**config.mk**
```make
export PLATFORM = sky130hd
export DESIGN_NAME = fractionned_divider
export DESIGN_NICKNAME = d
export VERILOG_FILES = /design/src/rtl/divider_pkg.sv /design/src/rtl/carry_lookahead_adder.sv /design/src/rtl/fractionned_divider.sv
export SDC_FILE = /design/constraint.sdc
export NUM_CORES = 1
export LEC_CHECK = 0
export CORE_UTILIZATION = 49
export DETAILED_ROUTE_END_ITERATION = 12
export PLACE_DENSITY_LB_ADDON = 0.2
export SKIP_CTS_REPAIR_TIMING = 1
export SYNTH_ARGS = -nofsm -noshare
export SYNTH_HDL_FRONTEND = slang
export SYNTH_SLANG_ARGS = --single-unit
```
**constraint.sdc**
```tcl
create_clock -name clock -period 6.7 [get_ports clock]
set_clock_uncertainty 0.05 [all_clocks]
set_input_delay 1.34 -clock clock [delete_from_list [all_inputs] [get_ports clock]]
set_output_delay 1.34 -clock clock [all_outputs]
set_load 0.02 [all_outputs]
```
**src/rtl/divider_pkg.sv**
```systemverilog
// Shared definitions for the iterative restoring divider.
// Provides the FSM state type, the datapath width, the iteration count and
// the quotient value reported on a zero divisor.
package divider_pkg;

   localparam int DIV_WIDTH      = 32;
   localparam int DIV_ITERATIONS = 32;

   localparam logic [DIV_WIDTH-1:0] DIV_BY_ZERO_QUOTIENT = 32'hFFFFFFFF;

   typedef enum logic [2:0] {
      S_IDLE,
      S_PREP,
      S_DIVIDE,
      S_FIXUP,
      S_DONE
   } div_state_t;

endpackage : divider_pkg

```
**src/rtl/carry_lookahead_adder.sv**
```systemverilog
// 32-bit adder built from eight 4-bit carry-lookahead groups chained by
// their group carries.
// Ports:
//   a_i, b_i   : addends
//   carry_i    : carry into bit 0
//   sum_o      : a_i + b_i + carry_i (low 32 bits)
//   carry_o    : carry out of bit 31
module carry_lookahead_adder (
   input  logic [31:0] a_i,
   input  logic [31:0] b_i,
   input  logic        carry_i,
   output logic [31:0] sum_o,
   output logic        carry_o
);

   always_comb begin : cla
      logic [31:0] g;
      logic [31:0] p;
      logic [32:0] c;
      g = a_i & b_i;
      p = a_i ^ b_i;
      c = '0;
      c[0] = carry_i;
      for (int k = 0; k < 8; k++) begin
         // Every carry inside a group is taken from the group's carry-in,
         // so only the group carries ripple.
         c[4*k+1] = g[4*k] | (p[4*k] & c[4*k]);
         c[4*k+2] = g[4*k+1] | (p[4*k+1] & g[4*k])
                  | (p[4*k+1] & p[4*k] & c[4*k]);
         c[4*k+3] = g[4*k+2] | (p[4*k+2] & g[4*k+1])
                  | (p[4*k+2] & p[4*k+1] & g[4*k])
                  | (p[4*k+2] & p[4*k+1] & p[4*k] & c[4*k]);
         c[4*k+4] = g[4*k+3] | (p[4*k+3] & g[4*k+2])
                  | (p[4*k+3] & p[4*k+2] & g[4*k+1])
                  | (p[4*k+3] & p[4*k+2] & p[4*k+1] & g[4*k])
                  | (p[4*k+3] & p[4*k+2] & p[4*k+1] & p[4*k] & c[4*k]);
      end
      sum_o   = p ^ c[31:0];
      carry_o = c[32];
   end

endmodule : carry_lookahead_adder

```
**src/rtl/fractionned_divider.sv**
```systemverilog
// Iterative 32-bit signed/unsigned divider, one quotient bit per clock by
// restoring shift-subtract. Divide-by-zero and signed overflow finish early.
// Handshake: the requester raises enable and holds it; output_valid rises
// once results are stable and stays high while enable is held. Dropping
// enable returns the unit to idle (aborting any operation in flight);
// quotient/remainder keep their last values.
// Ports:
//   clock, reset        : rising-edge clock, asynchronous active-high reset
//   input_a / input_b   : dividend / divisor, latched when a request starts
//   signed_a / signed_b : operand is two's complement
//   enable              : level-held request
//   output_quotient     : quotient (rounded toward zero)
//   output_remainder    : remainder, sign follows the dividend
//   output_div_by_zero  : result came from the zero-divisor path
//   output_valid        : results valid
//   debug_state         : current FSM state
module fractionned_divider
   import divider_pkg::*;
(
   input  logic             clock,
   input  logic             reset,
   input  logic [31:0]      input_a,
   input  logic [31:0]      input_b,
   input  logic             signed_a,
   input  logic             signed_b,
   input  logic             enable,
   output logic [31:0]      output_quotient,
   output logic [31:0]      output_remainder,
   output logic             output_div_by_zero,
   output logic             output_valid,
   output div_state_t       debug_state
);

   localparam logic [4:0] LAST_ITER = 5'(DIV_ITERATIONS - 1);

   div_state_t             state_q, state_d;
   logic [DIV_WIDTH-1:0]   a_q, a_d, b_q, b_d;
   logic                   sa_q, sa_d, sb_q, sb_d;
   // Partial remainder. R'[32] always forces a successful subtraction, so
   // the stored remainder never needs a 33rd bit.
   logic [DIV_WIDTH-1:0]   rem_q, rem_d;
   // Dividend magnitude shifting out at the top, quotient bits in at the bottom.
   logic [DIV_WIDTH-1:0]   shift_q, shift_d;
   logic [4:0]             cnt_q, cnt_d;
   logic [DIV_WIDTH-1:0]   quot_q, quot_d, remo_q, remo_d;
   logic                   dbz_q, dbz_d;

   logic                   neg_a, neg_b, overflow, success, trial_cout;
   logic [DIV_WIDTH-1:0]   mag_a, mag_b, trial;
   logic [DIV_WIDTH:0]     rem_shift;

   assign neg_a     = sa_q & a_q[31];
   assign neg_b     = sb_q & b_q[31];
   assign mag_a     = neg_a ? (~a_q + 32'd1) : a_q;
   assign mag_b     = neg_b ? (~b_q + 32'd1) : b_q;
   assign overflow  = sa_q & sb_q & (a_q == 32'h80000000) & (b_q == 32'hFFFFFFFF);
   assign rem_shift = {rem_q, shift_q[31]};

   // R'[31:0] - |b| as R'[31:0] + ~|b| + 1.
   carry_lookahead_adder u_trial (
      .a_i     (rem_shift[31:0]),
      .b_i     (~mag_b),
      .carry_i (1'b1),
      .sum_o   (trial),
      .carry_o (trial_cout)
   );

   assign success = trial_cout | rem_shift[32];

   always_comb begin
      state_d = state_q;
      a_d     = a_q;
      b_d     = b_q;
      sa_d    = sa_q;
      sb_d    = sb_q;
      rem_d   = rem_q;
      shift_d = shift_q;
      cnt_d   = cnt_q;
      quot_d  = quot_q;
      remo_d  = remo_q;
      dbz_d   = dbz_q;
      case (state_q)
         S_IDLE: begin
            if (enable) begin
               a_d     = input_a;
               b_d     = input_b;
               sa_d    = signed_a;
               sb_d    = signed_b;
               state_d = S_PREP;
            end
         end
         S_PREP: begin
            if (!enable) begin
               state_d = S_IDLE;
            end else if (b_q == '0) begin
               quot_d  = DIV_BY_ZERO_QUOTIENT;
               remo_d  = a_q;
               dbz_d   = 1'b1;
               state_d = S_DONE;
            end else if (overflow) begin
               quot_d  = 32'h80000000;
               remo_d  = '0;
               dbz_d   = 1'b0;
               state_d = S_DONE;
            end else begin
               rem_d   = '0;
               shift_d = mag_a;
               cnt_d   = '0;
               state_d = S_DIVIDE;
            end
         end
         S_DIVIDE: begin
            if (!enable) begin
               state_d = S_IDLE;
            end else begin
               rem_d   = success ? trial : rem_shift[31:0];
               shift_d = {shift_q[30:0], success};
               cnt_d   = cnt_q + 5'd1;
               if (cnt_q == LAST_ITER) state_d = S_FIXUP;
            end
         end
         S_FIXUP: begin
            if (!enable) begin
               state_d = S_IDLE;
            end else begin
               quot_d  = (neg_a ^ neg_b) ? (~shift_q + 32'd1) : shift_q;
               remo_d  = neg_a ? (~rem_q + 32'd1) : rem_q;
               dbz_d   = 1'b0;
               state_d = S_DONE;
            end
         end
         S_DONE: begin
            if (!enable) state_d = S_IDLE;
         end
         default: state_d = S_IDLE;
      endcase
   end

   always_ff @(posedge clock or posedge reset) begin
      if (reset) begin
         state_q <= S_IDLE;
         a_q     <= '0;
         b_q     <= '0;
         sa_q    <= 1'b0;
         sb_q    <= 1'b0;
         rem_q   <= '0;
         shift_q <= '0;
         cnt_q   <= '0;
         quot_q  <= '0;
         remo_q  <= '0;
         dbz_q   <= 1'b0;
      end else begin
         state_q <= state_d;
         a_q     <= a_d;
         b_q     <= b_d;
         sa_q    <= sa_d;
         sb_q    <= sb_d;
         rem_q   <= rem_d;
         shift_q <= shift_d;
         cnt_q   <= cnt_d;
         quot_q  <= quot_d;
         remo_q  <= remo_d;
         dbz_q   <= dbz_d;
      end
   end

   assign output_quotient    = quot_q;
   assign output_remainder   = remo_q;
   assign output_div_by_zero = dbz_q;
   assign output_valid       = (state_q == S_DONE);
   assign debug_state        = state_q;

endmodule : fractionned_divider

```
Word-level counts from Yosys, hierarchy flattened

Index checks and enable logic that the tools add are counted.

Equal/unequal tests: 16
Bitwise logic cells: 219
Multiplexer cells: 44
Reduce and logical (&&, ||, !) cells: 8
Add/subtract/negate cells: 5

Operators by type and width:

| operator                | count |
|---|---|
| $mux W32                | 21 |
| $pmux W32 S2            | 4 |
| $not A32 Y32            | 5 |
| $and A1 B1 Y1           | 129 |
| $add A32 B1 Y32 const B | 4 |
| $or A1 B1 Y1            | 81 |
| $eq A32 B32 Y1 const B  | 2 |
| $xor A32 B32 Y32        | 2 |
| $and A32 B32 Y32        | 1 |
| $logic_not A32 Y1       | 1 |
| $mux W3                 | 8 |
| $mux W5                 | 4 |
| $pmux W3 S5             | 1 |
| $ne A2 B2 Y1 const B    | 7 |
| $pmux W5 S2             | 1 |
| $eq A3 B2 Y1 const B    | 2 |
| $ne A3 B3 Y1 const B    | 2 |
| $add A5 B1 Y5 const B   | 1 |
| $eq A5 B5 Y1 const B    | 1 |
| $reduce_and A5 Y1       | 1 |
| $mux W1                 | 4 |
| $reduce_and A4 Y1       | 1 |
| $reduce_bool A2 Y1      | 2 |
| $eq A3 B1 Y1 const B    | 1 |
| 6 further kinds         | 6 |

Output and inout bits: 69
Input bits: 69
Word-level logic and storage cells: 303
Bits in registers: 203

Longest topological paths before layout

Depth in word-level cells: 28
Gate-level depth with buffers: 20
Gate-level depth less buffers: 19

Modules after synthesis

From an unflattened synthesis, not the netlist that was laid out.

Cells, all modules: 1,291
Area, all modules: 12,826.1 um^2

By module, submodules not included:

| module                | seq. area each (um^2) | instances | area each (um^2) | cells an instance |
|---|---|---|---|---|
| fractionned_divider   | 5,079.9               | 1         | 11,418.5         | 1,130 |
| carry_lookahead_adder | 0.0                   | 1         | 1,407.6          | 161 |

Least setup slack after synthesis

Ideal clock, no wire load.

Path type: reg2reg
Start point: register b_q[7]
End point: register rem_q[18]
Stages on the path, launching flop included: 16
Library setup time: 0.122 ns
Required time: 6.528 ns
Slack: 2.343 ns
Path buffers: 0
Period minus slack after synthesis: 4.357 ns
Arrival: 4.185 ns
Path through: dfrtp_1 -> or4_1 -> or3_4 -> nor3_1 -> nand2_1 -> o21ai_0 -> xor2_1 -> ha_1 -> a21o_1 -> a21o_1 -> a221oi_1 -> o22a_1 -> o21a_1 -> a31oi_2 -> or2_2 -> a32o_1

Longest elaborated chain between the ends: 26
Elaborated cells on any way between the ends: 99
Classes of those cells: add/sub (1); eq/ne (3); mux (4); bitwise (89); reduce/logical (2)

RTL lines:

| item                                       | RTL line                    | RTL |
|---|---|---|
| start, declared                            | fractionned_divider.sv:37   | `logic [DIV_WIDTH-1:0] a_q, a_d, b_q, b_d;` |
| start signal, assigned                     | fractionned_divider.sv:143  | `b_q <= '0;` |
| start signal, assigned                     | fractionned_divider.sv:155  | `b_q <= b_d;` |
| $not A32 Y32                               | fractionned_divider.sv:55   | `assign mag_b = neg_b ? (~b_q + 32'd1) : b_q;` |
| $add A32 B1 Y32                            | fractionned_divider.sv:55   |  |
| $mux W32                                   | fractionned_divider.sv:55   |  |
| $not A32 Y32                               | fractionned_divider.sv:62   | `.b_i (~mag_b),` |
| $xor A32 B32 Y32                           | carry_lookahead_adder.sv:21 | `p = a_i ^ b_i;` |
| $and A1 B1 Y1, on equally long branches    | --                          |  |
| $or A1 B1 Y1, or another cell as far along | carry_lookahead_adder.sv:33 | `c[4*k+4] = g[4*k+3] \| (p[4*k+3] & g[4*k+2])` |
| $or A1 B1 Y1, or another cell as far along | carry_lookahead_adder.sv:34 | `\| (p[4*k+3] & p[4*k+2] & g[4*k+1])` |
| [10 not listed]                            | --                          |  |
| $and A1 B1 Y1                              | carry_lookahead_adder.sv:36 | `\| (p[4*k+3] & p[4*k+2] & p[4*k+1] & p[4*k] & c[4*k]);` |
| $or A1 B1 Y1                               | carry_lookahead_adder.sv:36 |  |
| $and A1 B1 Y1                              | carry_lookahead_adder.sv:36 |  |
| $or A1 B1 Y1                               | carry_lookahead_adder.sv:36 |  |
| $or A1 B1 Y1                               | fractionned_divider.sv:68   | `assign success = trial_cout \| rem_shift[32];` |
| $mux W32                                   | fractionned_divider.sv:116  | `rem_d = success ? trial : rem_shift[31:0];` |
| $mux W32                                   | fractionned_divider.sv:113  | `if (!enable) begin` |
| $pmux W32 S2                               | fractionned_divider.sv:82   | `case (state_q)` |
| end signal, assigned                       | fractionned_divider.sv:158  | `rem_q <= rem_d;` |
| end, declared                              | fractionned_divider.sv:41   | `logic [DIV_WIDTH-1:0] rem_q, rem_d;` |

Several ways; a longest one is shown, not always the timed one. The select of a mux whose other input is x is not followed.
A chain may end at the register's enable or synchronous reset.

Worst setup path after layout

Start point: register b_q[6]
End point: register rem_q[12]

Longest elaborated chain between the ends: 26
Elaborated cells on any way between the ends: 94
Classes of those cells: add/sub (1); eq/ne (3); mux (4); bitwise (84); reduce/logical (2)

RTL lines:

| item                                                 | RTL line |
|---|---|
| $not A32 Y32                                         | fractionned_divider.sv:55 |
| $add A32 B1 Y32                                      | fractionned_divider.sv:55 |
| $mux W32                                             | fractionned_divider.sv:55 |
| $not A32 Y32                                         | fractionned_divider.sv:62 |
| $xor A32 B32 Y32 or $and A32 B32 Y32 (tied branches) | carry_lookahead_adder.sv:21, carry_lookahead_adder.sv:20 |
| $and A1 B1 Y1, on equally long branches              | -- |
| $or A1 B1 Y1, or another cell as far along           | carry_lookahead_adder.sv:33 |
| $or A1 B1 Y1, or another cell as far along           | carry_lookahead_adder.sv:34 |
| [10 not listed]                                      | -- |
| $and A1 B1 Y1                                        | carry_lookahead_adder.sv:36 |
| $or A1 B1 Y1                                         | carry_lookahead_adder.sv:36 |
| $and A1 B1 Y1                                        | carry_lookahead_adder.sv:36 |
| $or A1 B1 Y1                                         | carry_lookahead_adder.sv:36 |
| $or A1 B1 Y1                                         | fractionned_divider.sv:68 |
| $mux W32                                             | fractionned_divider.sv:116 |
| $mux W32                                             | fractionned_divider.sv:113 |
| $pmux W32 S2                                         | fractionned_divider.sv:82 |

Several ways; a longest one is shown, not always the timed one. The select of a mux whose other input is x is not followed.

==> qor.txt <==
status: completed
complex-gate fraction of the synthesized area: 0.188
antenna diode count: 0
Placed Instances: 1,621
syn_area_per_cell: 10.1 µm²
fin crit share: 0.750
Hold WC Path Type: flop to flop
first-pass GRT wire length: 50,000 µm
post-synthesis xor/xnor area fraction: 0.102
vias in the first global route: 9,455
clock sink count: 203
Seq cells post-synth: 203
area delta synth->final: 19.4%
critical path data required time: 6990 ps
Synthesized Nets: 1,328
CP Max Fanout: 19
max-cap violations: 0
Crit. End Element: flop
top-count cell post-synth: dfrtp_1
Inserted Clock Buffers: 24
hold depth: 2
Synth Area in Adders: 0.0523
R2R depth: 16
sequential area share after synthesis: 0.415
Post-synth top cells: dfrtp_1 (203), nand2_1 (89), nor2_1 (86), o21ai_0 (86), xor2_1 (83)
slew of the pin with the lowest slew margin: 1100 ps
Cells after Synth: 1,212
# setup viols final: 0
Post-synth EDFFs: 0
synth warn: 0
simple-gate share of the synthesized area: 0.135
deepest clock path buffer count: 3
DRC: 0
NumNets Final: 1,439
largest family of logic cells by synthesized area: compound AO/OA/AOI/OAI gates
largest cells by area after synthesis: dfrtp_1 (41%), xor2_1 (5.9%), mux2_2 (5.4%)
H-tree Lvls: 1
crit start category: flop
via/cell ratio: 5.86
post-DP HPWL: 22,300 µm
vias post-DR: 9,747
Final Cell Area: 14,600 µm²
RSZ-0062 raised after global routing: no
asr flop ratio synth: 1.00
leak pwr: 6.00 nW
Power Density: 439 nW/µm²
synth unique cells: 75
Cell Area, Placed: 13,900 µm²
root buf cell: clkbuf_16
Starting Density: 0.502
Power Total: 6.42 mW
gr usage total: 0.241
Post-synth top flop: dfrtp_1
initial antenna violation count: 0
Setup Total Neg Slack: 0 ps
CTS tree: yes
max_slew headroom: 0.267
Die Wd: 160 µm
First-pass DRT Iterations: 5
minimum clock period: 5020 ps
Mapped Area: 12,200 µm²
gpl congestion: 0.900
fmax: 0.199 GHz
core footprint: 24,400 µm²
largest net degree at the start of global routing: 164
VDD IR max: 0.226 mV
final non-filler cell total: 1,663
GRT overflow: 0
WP data arrival: 5310 ps
DR iter-0 viols: 520
layout cells sized above 1: 0.107
final slew viol count: 0
type of the worst setup path: flop to flop
Die Y: 160 µm
mux contribution to synthesized area: 0.0747
DRT antenna net count: 0
Yosys top cell area share: 0.415
I/O Pins: 138
Fin. Hold Viols: 0
# rows: 57
total wire length: 30,400 µm
DR WL/cell: 18.3 µm
clk_lat worst skew: 530 ps
Yosys top cell by area: dfrtp_1
Die Footprint: 25,600 µm²
port bufs: 137
clock slew at reported path FFs: 60 ps
## logic make-up after synthesis
kind of cell / after synthesis
buffers and inverters: 90
xor gates and xnor gates: 142
DFF: 203
AOI/OAI and AO/OA: 327
and+or+nand+nor: 319
adders and majority gates: 47
muxes: 84
## worst max-delay path, stage by stage, from the launching register on
cell and delay, ps:
dfrtp_1 440, or4_1 570, or3_4 380, nor3_1 300, nand2_1 140, o31ai_1 260, xor2_1 100, ha_1 420
nand4_1 190, nor2_1 160, a32o_1 180, a41oi_1 80, o21a_1 280, a31oi_4 540, buf_4 390, mux2i_1 240
o21ai_0 100
## per-layer routing
| metal | vias to the layer above | GRT usage | part of all wire |
|---|---|---|---|
| met2 | 248 | 0.403 | 0.48 |
| met4 | 0 | 0.0766 | 0.027 |
| li1 | 4706 | - | - |
| met1 | 4738 | 0.327 | 0.45 |
| met3 | 55 | 0.0273 | 0.046 |
| met5 | - | 0 | 0 |
## power breakdown
part | leakage (nW) | switching (mW) | internal [mW] | total, mW
Combinational | 3.02 | 1.54 | 1.43 | 2.97
Sequential | 2.60 | 0.562 | 1.65 | 2.21
Clock | 0.379 | 0.498 | 0.745 | 1.24
Total | 6.00 | 2.60 | 3.83 | 6.42
## per-stage QoR
| stage | hold slack (ps) | utilization | worst slack [ps] |
|---|---|---|---|
| final | 426 | 0.599 | 1680 |
| after global placement | 410 | 0.568 | 1810 |
| after detailed placement | 418 | 0.568 | 1700 |
| after global routing | 442 | 0.599 | 1250 |
| after floorplan | 439 | - | 2340 |
| after CTS | 431 | 0.599 | 1670 |
## path summary, 6_finish.rpt
path                                     startpoint             endpoint  slack [ps]
worst max-delay path                         b_q[6]            rem_q[12]        1680
worst min-delay path            output_remainder[0]  output_remainder[0]         430
worst max register to register               b_q[6]            rem_q[12]        1680
worst min register to register  output_remainder[0]  output_remainder[0]         430
max in group asynchronous                     reset               b_q[6]        3960
min in group asynchronous                     reset  output_quotient[13]        1280
## state kept, by name (all words and copies together), names as in the netlist
signal / count
b_q: 32
output_quotient: 32
cnt_q: 5
a_q: 32
shift_q: 32
rem_q: 32
output_div_by_zero: 1
debug_state: 3
sa_q: 1
output_remainder: 32
sb_q: 1
## final cells by class
| cell class | count | area, µm² |
|---|---|---|
| Clock buffer | 38 | 733 |
| Sequential cell | 203 | 5080 |
| Tap cell | 324 | 405 |
| Multi-Input combinational cell | 919 | 6790 |
| Fill cell | 2071 | 9770 |
| Timing Repair Buffer | 150 | 1480 |
| Inverter | 25 | 97.6 |
| Clock inverter | 4 | 31.3 |
## placed cells by master, fill, tap and decap left out, drive strengths merged, types with 10 or more instances in the layout
cell and n:
o21ai 95, nand4 12, nand3 20, ha 40, nor3 28, o41ai 15, buf 13, and3 10
o31ai 27, xor2 83, clkbuf 38, clkdlybuf4s50 137, mux2i 25, inv 24, mux2 59, nor2 87
nor4 12, a21oi 58, dfrtp 203, or4 15, xnor2 59, a221o 66, a22oi 18, nand2 89
No activity file was read; power rests on OpenSTA's default activity.
